### src/rtl/vga_timing_gen.sv
// Runtime-programmable VGA timing generator: pixel divider, per-axis sync polarity and
// frame-boundary shadowed timing writes. Define VGA_TIMING_LINE_IRQ_EN for the line-compare IRQ.
module vga_timing_gen #(
  parameter int unsigned H_WIDTH         = 12,
  parameter int unsigned V_WIDTH         = 11,
  parameter int unsigned FRAME_CNT_WIDTH = 16,
  parameter int unsigned PIX_DIV_WIDTH   = 2
) (
  input  logic                       clk_i,
  input  logic                       arst_i,
`ifdef VGA_TIMING_LINE_IRQ_EN
  input  logic [V_WIDTH-1:0]         line_cmp_i,
  output logic                       line_irq_o,
`endif
  input  logic [PIX_DIV_WIDTH-1:0]   pix_div_i,
  input  logic                       cfg_we_i,
  input  logic [H_WIDTH-1:0]         hd_i,
  input  logic [H_WIDTH-1:0]         hf_i,
  input  logic [H_WIDTH-1:0]         hr_i,
  input  logic [H_WIDTH-1:0]         hb_i,
  input  logic [V_WIDTH-1:0]         vd_i,
  input  logic [V_WIDTH-1:0]         vf_i,
  input  logic [V_WIDTH-1:0]         vr_i,
  input  logic [V_WIDTH-1:0]         vb_i,
  input  logic                       hs_pol_i,
  input  logic                       vs_pol_i,
  output logic                       cfg_pending_o,
  output logic                       cfg_err_o,
  output logic                       vga_hs_o,
  output logic                       vga_vs_o,
  output logic [H_WIDTH-1:0]         hcount_o,
  output logic [V_WIDTH-1:0]         vcount_o,
  output logic                       pixel_enable_o,
  output logic                       pix_tick_o,
  output logic                       frame_start_o,
  output logic [FRAME_CNT_WIDTH-1:0] frame_cnt_o
);

  typedef struct packed {
    logic [H_WIDTH-1:0] hd, hf, hr, hb;
    logic [V_WIDTH-1:0] vd, vf, vr, vb;
    logic               hs_pol, vs_pol;
    logic [H_WIDTH:0]   htot;
    logic [V_WIDTH:0]   vtot;
  } timing_t;

  localparam timing_t RstTiming = '{
    hd: H_WIDTH'(640), hf: H_WIDTH'(16), hr: H_WIDTH'(96), hb: H_WIDTH'(48),
    vd: V_WIDTH'(480), vf: V_WIDTH'(10), vr: V_WIDTH'(2),  vb: V_WIDTH'(33),
    hs_pol: 1'b0, vs_pol: 1'b0,
    htot: (H_WIDTH+1)'(800), vtot: (V_WIDTH+1)'(525)
  };

  timing_t                      act_q, shd_q, cfg_new;
  logic                         run_q, pending_q, err_q;
  logic [PIX_DIV_WIDTH-1:0]     div_q;
  logic [H_WIDTH-1:0]           hcount_q;
  logic [V_WIDTH-1:0]           vcount_q;
  logic [FRAME_CNT_WIDTH-1:0]   frame_cnt_q;

  logic                         pix_tick, h_last, v_last, boundary, cfg_ok;
  logic                         h_disp, v_disp, in_hsync, in_vsync;
  logic [H_WIDTH+1:0]           hsum;
  logic [V_WIDTH+1:0]           vsum;
  logic [H_WIDTH:0]             hcnt_x, hs_beg, hs_end;
  logic [V_WIDTH:0]             vcnt_x, vs_beg, vs_end;

  // Sums use two extra bits so four large fields cannot wrap back into the legal range.
  always_comb begin
    hsum    = (H_WIDTH+2)'(hd_i) + (H_WIDTH+2)'(hf_i) + (H_WIDTH+2)'(hr_i) + (H_WIDTH+2)'(hb_i);
    vsum    = (V_WIDTH+2)'(vd_i) + (V_WIDTH+2)'(vf_i) + (V_WIDTH+2)'(vr_i) + (V_WIDTH+2)'(vb_i);
    cfg_ok  = (hd_i != '0) && (hr_i != '0) && (vd_i != '0) && (vr_i != '0) &&
              (hsum[H_WIDTH+1:H_WIDTH] == 2'b00) && (vsum[V_WIDTH+1:V_WIDTH] == 2'b00);
    cfg_new = '{hd: hd_i, hf: hf_i, hr: hr_i, hb: hb_i,
                vd: vd_i, vf: vf_i, vr: vr_i, vb: vb_i,
                hs_pol: hs_pol_i, vs_pol: vs_pol_i,
                htot: hsum[H_WIDTH:0], vtot: vsum[V_WIDTH:0]};
  end

  // run_q holds off the first tick until the clock after reset release.
  always_comb begin
    pix_tick = run_q && (div_q >= pix_div_i);
    hcnt_x   = {1'b0, hcount_q};
    vcnt_x   = {1'b0, vcount_q};
    h_last   = (hcnt_x == act_q.htot - (H_WIDTH+1)'(1));
    v_last   = (vcnt_x == act_q.vtot - (V_WIDTH+1)'(1));
    boundary = pix_tick && h_last && v_last;
    hs_beg   = {1'b0, act_q.hd} + {1'b0, act_q.hf};
    hs_end   = hs_beg + {1'b0, act_q.hr};
    vs_beg   = {1'b0, act_q.vd} + {1'b0, act_q.vf};
    vs_end   = vs_beg + {1'b0, act_q.vr};
    h_disp   = hcount_q < act_q.hd;
    v_disp   = vcount_q < act_q.vd;
    in_hsync = (hcnt_x >= hs_beg) && (hcnt_x < hs_end);
    in_vsync = (vcnt_x >= vs_beg) && (vcnt_x < vs_end);
  end

  always_ff @(posedge clk_i or posedge arst_i) begin
    if (arst_i) begin
      run_q       <= 1'b0;
      div_q       <= '0;
      hcount_q    <= '0;
      vcount_q    <= '0;
      frame_cnt_q <= '0;
      act_q       <= RstTiming;
      shd_q       <= RstTiming;
      pending_q   <= 1'b0;
      err_q       <= 1'b0;
    end else begin
      run_q <= 1'b1;
      if (run_q) div_q <= pix_tick ? '0 : div_q + PIX_DIV_WIDTH'(1);
      if (pix_tick) begin
        if (h_last) begin
          hcount_q <= '0;
          vcount_q <= v_last ? '0 : vcount_q + V_WIDTH'(1);
        end else begin
          hcount_q <= hcount_q + H_WIDTH'(1);
        end
      end
      if (boundary) begin
        frame_cnt_q <= frame_cnt_q + FRAME_CNT_WIDTH'(1);
        if (pending_q) begin
          act_q     <= shd_q;
          pending_q <= 1'b0;
        end
      end
      // A write coinciding with an apply lands in the shadow and keeps pending set.
      if (cfg_we_i) begin
        if (cfg_ok) begin
          shd_q     <= cfg_new;
          pending_q <= 1'b1;
          err_q     <= 1'b0;
        end else begin
          err_q     <= 1'b1;
        end
      end
    end
  end

  assign pix_tick_o     = pix_tick;
  assign hcount_o       = hcount_q;
  assign vcount_o       = vcount_q;
  assign frame_cnt_o    = frame_cnt_q;
  assign cfg_pending_o  = pending_q;
  assign cfg_err_o      = err_q;
  assign pixel_enable_o = h_disp && v_disp;
  assign vga_hs_o       = ~(in_hsync ^ act_q.hs_pol);
  assign vga_vs_o       = ~(in_vsync ^ act_q.vs_pol);
  assign frame_start_o  = pix_tick && (hcount_q == '0) && (vcount_q == '0);

`ifdef VGA_TIMING_LINE_IRQ_EN
  assign line_irq_o = pix_tick && (hcount_q == '0) && (vcount_q == line_cmp_i);
`endif

endmodule

### config.mk
export PLATFORM = sky130hd
export DESIGN_NAME = vga_timing_gen
export DESIGN_NICKNAME = d
export VERILOG_FILES = /design/src/rtl/vga_timing_gen.sv
export SDC_FILE = /design/constraint.sdc
export NUM_CORES = 1
export LEC_CHECK = 0
export CORE_ASPECT_RATIO = 1.5
export CORE_MARGIN = 3
export CORE_UTILIZATION = 63
export DETAILED_ROUTE_END_ITERATION = 12
export GPL_ROUTABILITY_DRIVEN = 0
export PLACE_DENSITY_LB_ADDON = 0.1
export SYNTH_ARGS = -nofsm -noshare
export SYNTH_HDL_FRONTEND = slang
export SYNTH_SLANG_ARGS = --single-unit
export TNS_END_PERCENT = 20
### constraint.sdc
create_clock -name clk_i -period 25.3 [get_ports clk_i]
set_input_delay 5.06 -clock clk_i [delete_from_list [all_inputs] [get_ports clk_i]]
set_output_delay 5.06 -clock clk_i [all_outputs]
set_load 0.1 [all_outputs]
==> results of run 1 <==
[worst paths after layout]
check	depth (start not counted)	slack, ps	endpoint
setup / recovery	7	12280	frame_start_o
hold / removal	1	470	frame_cnt_o[15]
setup reg to reg	12	20720	act_q[117]
hold reg to reg	1	470	frame_cnt_o[15]
max in group asynchronous	4	17970	act_q[4]
min in group asynchronous	2	4980	shd_q[100]
[layout by cell type, fill, tap and decap left out, types with 23 or more instances in the layout]
cell / netlist / layout
fa_1: 50 / 50
nand2_1: 50 / 50
dfstp_2: 38 / 38
o21ai_0: 58 / 58
mux2_4: 40 / 40
a21oi_1: 59 / 59
inv_1: 81 / 80
nor2_1: 44 / 44
mux2_2: 148 / 148
clkbuf_16: 0 / 25
nand2b_1: 23 / 23
nand3_1: 26 / 26
nor3_1: 39 / 39
clkdlybuf4s50_1: 0 / 144
a21o_1: 34 / 34
xor2_1: 40 / 40
ha_1: 147 / 147
xnor2_1: 69 / 69
dfrtp_1: 198 / 198
[sequential cells by signal, summed over array words and instances, names as in the netlist, 2 cells and up]
name	count
div_q	2
shd_q	96
frame_cnt_o	16
hcount_o	12
vcount_o	11
act_q	96
[worst max-delay path: cells and delay by family]
kind | cells | cell delay, ps
AOI/OAI and AO/OA | 1 | 60
adders and majority gates | 1 | 270
buffers and inverters | 2 | 1530
and+or+nand+nor | 3 | 1030
[cells by family (layout without fill, tap and decap cells)]
logic type | Yosys count | after routing | synth area share
other cells | 1 | 1 | 0.000240
mux | 191 | 191 | 0.147
compound gates | 229 | 229 | 0.0941
xor+xnor | 109 | 109 | 0.0612
fa+ha+maj | 197 | 197 | 0.182
buf+inv | 118 | 275 | 0.0317
simple gates | 291 | 291 | 0.102
flops | 236 | 236 | 0.382
[report_power, final]
group / switching [W] / internal, W / total, W
registers: 0.0000701 / 0.000470 / 0.000540
clock network: 0.000149 / 0.000220 / 0.000369
logic: 0.000221 / 0.000183 / 0.000404
total: 0.000440 / 0.000873 / 0.00131
[metrics by stage]
step | util | hold WS (ps) | instance area [um2] | setup WS [ps] | std cells
floorplan | - | 460 | 15600 | 12610 | 1372
global placement | 0.722 | 458 | 17300 | 12300 | 1804
detailed placement | 0.722 | 461 | 17300 | 12250 | 1804
CTS | 0.756 | 473 | 18100 | 12260 | 1848
global route | 0.756 | 498 | 18100 | 12120 | 1848
finish | 0.756 | 471 | 18100 | 12280 | 1848
[area by class of cell]
cell class | instances | area [um2] | share of cell area
clock inverter | 7 | 97.6 | 0.00538
tap | 319 | 399 | 0.0220
clock buffer | 37 | 731 | 0.0403
sequential | 236 | 5950 | 0.328
inverter | 81 | 312 | 0.0172
multi-input combinational | 1018 | 9170 | 0.505
timing repair buffer | 150 | 1490 | 0.0819
[per-layer routing]
layer  wire, um  track usage  up-vias
met5          0            0        -
met3       1120       0.0283       92
met4       2350        0.157        0
met1      13600        0.303     5470
met2      20700        0.543      246
li1           -            -     5199
==> results.toml, run 1 <==
[status]
run_status = "completed"

[setup_path]
cp_max_fo = 11
critical-path-max-stage-delay_ps = 1130
worstSetupEndpointType = "output pin"
path_cells = "clkdlybuf4s50_1 -> ha_1 -> nand2b_1 -> a21oi_1 -> nor2b_1 -> and4_1 -> clkdlybuf4s50_1"
crit_path_start_kind = "primary input"
critical_path_required_ps = 20240
cp-startpoint = "pix_div_i[0]"
crit_top_cell = "clkdlybuf4s50_1"
worst_ep_arrival_time_ps = 7960
path_class = "in -> out"
crit_slowest_cell = "clkdlybuf4s50_1"
r2r-start = "act_q[12]"

[global_routing]
track_usage = 0.284
grt_pass1_vias = 11500
gr-total-overflow = 0
grt_first_pass_wirelength_um = 59600
grt_max_degree = 83
antenna_found_initial = 0

[cts]
postCtsResizedCells = 0
numCtsBuffers = 24
cts_hold_buf = 0
cts.path.max_buffers = 3
root_buffer = "clkbuf_16"
cts_tree = "done"
clkSinkCount = 236
clkTransAtPathRegs_ps = 60
cts_setup_buffers = 0
h-tree-depth = 1
clkLatencyLatePin_ps = 520

[detailed_routing]
route.detailed.drc = 0
vias = 11000
drt-initial-drc-count = 583
via_per_inst = 5.96
totalWireLength_um = 37800
first_pass_iters = 5
drtAntennaViolNets = 0
wl_per_cell_um = 20.4

[logic_synthesis]
synthTopCellsByCount = "198 x dfrtp_1, 148 x mux2_2, 147 x ha_1"
synthTopCellsByArea = "dfrtp_1 32%, ha_1 12%, mux2_2 11%"
synth-main-ff-cell = "dfrtp_1"
synth_top_area_frac = 0.318
synth_most_common_cell = "dfrtp_1"
syn_area_um2 = 15600
yosys_warnings = 0
synth_top_area_cell = "dfrtp_1"
synth_edf_count = 0
ys_ff_latch = 236
synth_cell_type_count = 64
synth_area_per_cell_um2 = 11.4
synthCells = 1372
synthArstFlopShare = 1.00
syn-num-nets = 1668
synth-seq-area-share = 0.382

[placed_design]
dp_hpwl_um = 29200
io_buffer_count = 144

[cells_and_area]
nets = 1807
area_growth_syn_to_layout_pct = 16.4
n_antenna_cell = 0
fillers = 1689
drive_above_1_share = 0.185

[timing]
post-route-period-util = 0.515
grt_setup_unrepaired = "no"
report.final.slew_viol_count = 0
post-route-min-period_ps = 13020
worst_slew_pin_slew_ps = 1130
fin_skew_ps = 16.4
relSlewSlack = 0.246
fin_tns_setup_ps = 0
timing_hold_violations_final = 0
setup_viol_count_final = 0
fmax_mhz = 76.8

[floorplanning]
start_util = 0.650
io-pin-count = 145
fp.dieH_um = 199
core_region_area_um2 = 24000
fp.dieW_um = 134
die-area_um2 = 26700
rows = 69

[min_path]
hold_path_class = "reg -> reg"
min_from = "frame_cnt_o[15]"

[run]
max_cap_violations = 0

[power_and_ir_drop]
ir_worst_vdd_v = 0.000104
power_density_nw_per_um2 = 72.3
p_total_w = 0.00131
cellLeakagePower_nw = 8.34
(Power assumes the default switching activity.)
==> inputs of run 2 (changes only) <==
CORE_UTILIZATION = 53   (was 63)
clock period = 11.5 ns   (was 25.3 ns; I/O delays follow)
==> run 2 against run 1 <==
- count of clock-buffer cells in the layout decreased by 5
- via count down 0.62%
- sequential power rose by 120%
- register-to-register slack lost 14000 ps
- total power rose by 120%
- sequential share of layout area fell by 0.20 points
- global-route usage down 3.6 points
- sequential cell count unchanged
- worst hold slack improved by 24 ps
- critical path depth increased by 16
- non-clock buffer count down 1
- critical path type is now reg -> out
- highest routed layer unchanged
==> results.toml, run 2 (synthesized netlist as in run 1, its figures left out) <==
[status]
run_status = "completed"

[cells_and_area]
fillers = 2457
n_antenna_cell = 0
nets = 1807
area_growth_syn_to_layout_pct = 17.1
final_cells = 1919
drive_above_1_share = 0.186
multiInputGateArea_um2 = 9170
final_cell_mix = "198 x dfrtp_1, 148 x mux2_2, 147 x ha_1"
seqCellArea_um2 = 5950
final_util = 0.632
layout_commonest_cell = "dfrtp_1"

[timing]
grt_setup_unrepaired = "no"
relSlewSlack = 0.179
worst_slew_pin_slew_ps = 1230
setup_viol_count_final = 0
fmax_mhz = 118
report.final.slew_viol_count = 0
timing_hold_violations_final = 0
fin_skew_ps = 18.0
post-route-period-util = 0.739
fin_tns_setup_ps = 0
post-route-min-period_ps = 8490

[cts]
cts_tree = "done"
postCtsResizedCells = 0
h-tree-depth = 1
numCtsBuffers = 25
root_buffer = "clkbuf_16"
clkTransAtPathRegs_ps = 60
cts.path.max_buffers = 3
cts_hold_buf = 0
clkSinkCount = 236
clkLatencyLatePin_ps = 550
cts_setup_buffers = 0

[setup_path]
crit_top_cell = "ha_1"
crit_path_start_kind = "register"
cp_max_fo = 4
worst_ep_arrival_time_ps = 6190
path_class = "reg -> out"
r2r_cells = 12
reg2reg_slack_ps = 6830
crit_slowest_cell = "clkdlybuf4s50_1"
critical-path-max-stage-delay_ps = 1160
worstSetupEndpointType = "output pin"
critical_path_required_ps = 9200
path_cells = "ha_1 -> inv_1 -> fa_1 -> nor2b_1 -> o21ai_0 -> nand2b_1 -> xor2_1 -> ha_1 -> o21a_1 -> o31a_1 -> o21a_1 -> o21ai_0 -> a21oi_1 -> nor2_1 -> xor2_1 -> ha_1 -> a21o_1 -> a211o_1 -> a311oi_1 -> nor3_1 -> a21oi_1 -> xnor2_1 -> clkdlybuf4s50_1"
r2r-start = "act_q[12]"
r2r-end = "act_q[106]"

[min_path]
hold_path_depth = 1
min_to = "frame_cnt_o[15]"
min_from = "frame_cnt_o[15]"
hold_path_class = "reg -> reg"

[floorplanning]
core_region_area_um2 = 28900
fp.dieH_um = 216
start_util = 0.539
io-pin-count = 145
die-area_um2 = 31600
fp.dieW_um = 146
rows = 76

[global_routing]
antenna_found_initial = 0
grt_max_degree = 93
track_usage = 0.249
gr-total-overflow = 0
grt_pass1_vias = 11600
grt_first_pass_wirelength_um = 62600

[detailed_routing]
via_per_inst = 5.70
vias = 10900
route.detailed.drc = 0
first_pass_iters = 5
drtAntennaViolNets = 0
totalWireLength_um = 38900
drt-initial-drc-count = 449
wl_per_cell_um = 20.3

[placed_design]
io_buffer_count = 144
dp_cells = 1874
dp_hpwl_um = 29900

[power_and_ir_drop]
power_density_nw_per_um2 = 159
ir_worst_vdd_v = 0.000211
p_total_w = 0.00290
cellLeakagePower_nw = 8.35

[run]
max_cap_violations = 0
run 2: cell count changes in the layout (fill, tap and decap cells not counted):
cell        delta
clkinvlp_4     +1
inv_16         +1
clkinv_4       +1
bufinv_16      +1
buf_12         +1
clkbuf_1       -1
clkinv_2       +2
buf_4          -2
clkbuf_8       -4
run 2: area by class of cell:
class | instances | area share
Clock buffer | 32 | 0.0368
Clock inverter | 13 | 0.00953
Inverter | 81 | 0.0171
Multi-Input combinational cell | 1018 | 0.502
Sequential cell | 236 | 0.326
Tap cell | 390 | 0.0267
Timing Repair Buffer | 149 | 0.0817
run 2: report_power, final:
group          internal (W)  total [W]  switching (W)
registers           0.00103    0.00119       0.000156
logic              0.000403   0.000881       0.000479
clock network      0.000486   0.000831       0.000345
total               0.00192    0.00290       0.000980
run 2: worst max-delay path, delay by kind of cell (launching register included):
kind / cells / cell delay (ps)
adder cells (fa/ha/maj): 4 / 1140
AO/OA/AOI/OAI: 10 / 1900
AND/OR/NAND/NOR: 4 / 470
buffers and inverters: 2 / 1220
XOR/XNOR: 3 / 550
flip-flops: 1 / 360
run 2: worst max-delay path by stage:
stage | from | to | slack, ps | depth (start not counted)
CTS | act_q[107] | vga_hs_o | 2960 | 23
global placement | act_q[96] | vga_hs_o | 3710 | 22
floorplan | arst_i | act_q[100] | 2790 | 1
detailed placement | act_q[107] | vga_hs_o | 3580 | 23
global route | act_q[96] | vga_hs_o | 2470 | 22
finish | act_q[107] | vga_hs_o | 3010 | 23
run 2: per-stage QoR:
| stage | setup WS (ps) | cell area [um2] | hold slack, ps |
|---|---|---|---|
| after detailed placement | 3580 | 17400 | 486 |
| after global placement | 3710 | 17400 | 460 |
| after floorplan | 2790 | 15600 | 460 |
| after CTS | 2960 | 18300 | 499 |
| final | 3010 | 18300 | 495 |
| after global routing | 2470 | 18300 | 519 |
run 2: routing by layer:
metal	share of wire	track usage
met4	0.040	0.100
met3	0.027	0.0228
met2	0.57	0.485
met5	0	0
met1	0.37	0.275
==> inputs of run 3 (changes only) <==
clock period = 7.55 ns   (was 11.5 ns; I/O delays follow)
==> run 3 against run 2 <==
- combinational power is 52% higher
- clock skew is 7.9 ps lower
- wire length is 1.5% lower
- design area is 0.67% higher
- highest routed layer unchanged
- sequential share of layout area is 0.22 points lower
==> results.toml, run 3 (synthesized netlist as in run 1, its figures left out) <==
[detailed_routing]
first_pass_iters = 4
route.detailed.drc = 0
drt-initial-drc-count = 442
wl_per_cell_um = 19.9
drtAntennaViolNets = 0
via_per_inst = 5.68
vias = 10900
totalWireLength_um = 38300

[setup_path]
crit_slowest_cell = "fa_1"
worstSetupEndpointType = "output pin"
path_cells = "ha_1 -> inv_1 -> fa_1 -> nor2b_1 -> o21ai_0 -> nand2b_1 -> xor2_1 -> ha_1 -> o21a_1 -> o31a_1 -> o21a_1 -> o21ai_0 -> a21oi_1 -> nor2_1 -> xor2_1 -> ha_1 -> a21o_1 -> a211o_1 -> a311oi_1 -> nor3_1 -> a21oi_1 -> xnor2_1 -> buf_4"
crit_path_start_kind = "register"
cp_max_fo = 4
crit_top_cell = "ha_1"
critical-path-max-stage-delay_ps = 400
worst_ep_arrival_time_ps = 5330
r2r-start = "act_q[1]"
r2r-end = "act_q[12]"
path_class = "reg -> out"
r2r_cells = 11
critical_path_required_ps = 6040
reg2reg_slack_ps = 2860

[cells_and_area]
final_cell_mix = "198 x dfrtp_1, 148 x mux2_2, 147 x ha_1"
layout_commonest_cell = "dfrtp_1"
final_util = 0.636
multiInputGateArea_um2 = 9170
n_antenna_cell = 0
drive_above_1_share = 0.187
area_growth_syn_to_layout_pct = 17.9
fillers = 2397
seqCellArea_um2 = 5950
nets = 1808

[timing]
fin_skew_ps = 10.1
fmax_mhz = 146
report.final.slew_viol_count = 0
setup_viol_count_final = 0
post-route-min-period_ps = 6840
grt_setup_unrepaired = "no"
worst_slew_pin_slew_ps = 1050
relSlewSlack = 0.301
post-route-period-util = 0.907
whs_ps = 478
timing_hold_violations_final = 0
fin_tns_setup_ps = 0

[global_routing]
antenna_found_initial = 0
grt_max_degree = 154
gr-total-overflow = 0
grt_first_pass_wirelength_um = 60800
track_usage = 0.244
grt_pass1_vias = 11300

[power_and_ir_drop]
power_density_nw_per_um2 = 249
power_frac_seq = 0.399
p_clk_frac = 0.309
p_comb_frac = 0.292
p_int_w = 0.00309
cellLeakagePower_nw = 8.41
p_switching_w = 0.00149
swShare = 0.325
ir_worst_vdd_v = 0.000324

[floorplanning]
fp.dieH_um = 216
core_region_area_um2 = 28900
io-pin-count = 145
rows = 76
start_util = 0.539
die-area_um2 = 31600
fp.dieW_um = 146

[min_path]
min_to = "frame_cnt_o[15]"
hold_path_depth = 1
min_from = "frame_cnt_o[15]"
hold_path_class = "reg -> reg"

[cts]
clkSinkCount = 236
numCtsBuffers = 25
root_buffer = "clkbuf_16"
cts_setup_buffers = 0
cts_hold_buf = 0
clkLatencyLatePin_ps = 550
postCtsResizedCells = 0
cts_tree = "done"
cts.path.max_buffers = 3
clkTransAtPathRegs_ps = 60
h-tree-depth = 1

[run]
max_cap_violations = 0

[placed_design]
io_buffer_count = 144
dp_hpwl_um = 29500

[status]
run_status = "completed"
## run 3: through the flow
step | instances | instance area (um2) | power [W] | setup slack (ps)
2_1_floorplan | 1372 | 15600 | 0.00271 | 869
3_3_place_gp | 1875 | 17400 | 0.00316 | 1340
3_5_place_dp | 1875 | 17400 | 0.00319 | 1260
4_1_cts | 1921 | 18400 | 0.00463 | 650
5_1_grt | 1921 | 18400 | 0.00481 | 211
6_report | 1921 | 18400 | 0.00458 | 705
## run 3: area by class of cell
| cell class | count | share of cell area |
|---|---|---|
| clock buffers | 36 | 0.0390 |
| flip-flops and latches | 236 | 0.324 |
| multi-input cells | 1018 | 0.499 |
| repair buffers | 150 | 0.0820 |
| inverters | 81 | 0.0167 |
| clock inverters | 10 | 0.0131 |
| well taps | 390 | 0.0266 |
## run 3: critical path, delay by kind of cell, from the launching register on
kind	cells	cell delay, ps
AO/OA/AOI/OAI	10	1940
buffers and inverters	2	370
adder cells (fa/ha/maj)	4	1140
XOR/XNOR	3	530
AND/OR/NAND/NOR	4	450
flip-flops	1	370
## run 3: how the worst max path moves through the flow
stage / from / to / slack [ps] / cells after the start
6_report: act_q[107] / vga_hs_o / 710 / 23
5_1_grt: act_q[107] / vga_hs_o / 210 / 23
4_1_cts: act_q[96] / vga_hs_o / 650 / 21
3_5_place_dp: act_q[96] / vga_hs_o / 1260 / 21
3_3_place_gp: act_q[96] / vga_hs_o / 1340 / 22
2_1_floorplan: act_q[49] / vga_vs_o / 870 / 22
## run 3: routing by layer
layer | vias to the layer above | wire, um | track usage
li1 | 5199 | - | -
met1 | 5403 | 13700 | 0.260
met2 | 222 | 21500 | 0.475
met3 | 86 | 1130 | 0.0218
met4 | 0 | 1990 | 0.119
met5 | - | 0 | 0
## run 3: power groups by stage
stage               logic [W]  clock network [W]  registers, W
finish                0.00134            0.00141       0.00182
global route          0.00145            0.00150       0.00185
floorplan            0.000858                  0       0.00185
CTS                   0.00135            0.00144       0.00183
detailed placement    0.00134                  0       0.00185
global placement      0.00132                  0       0.00184
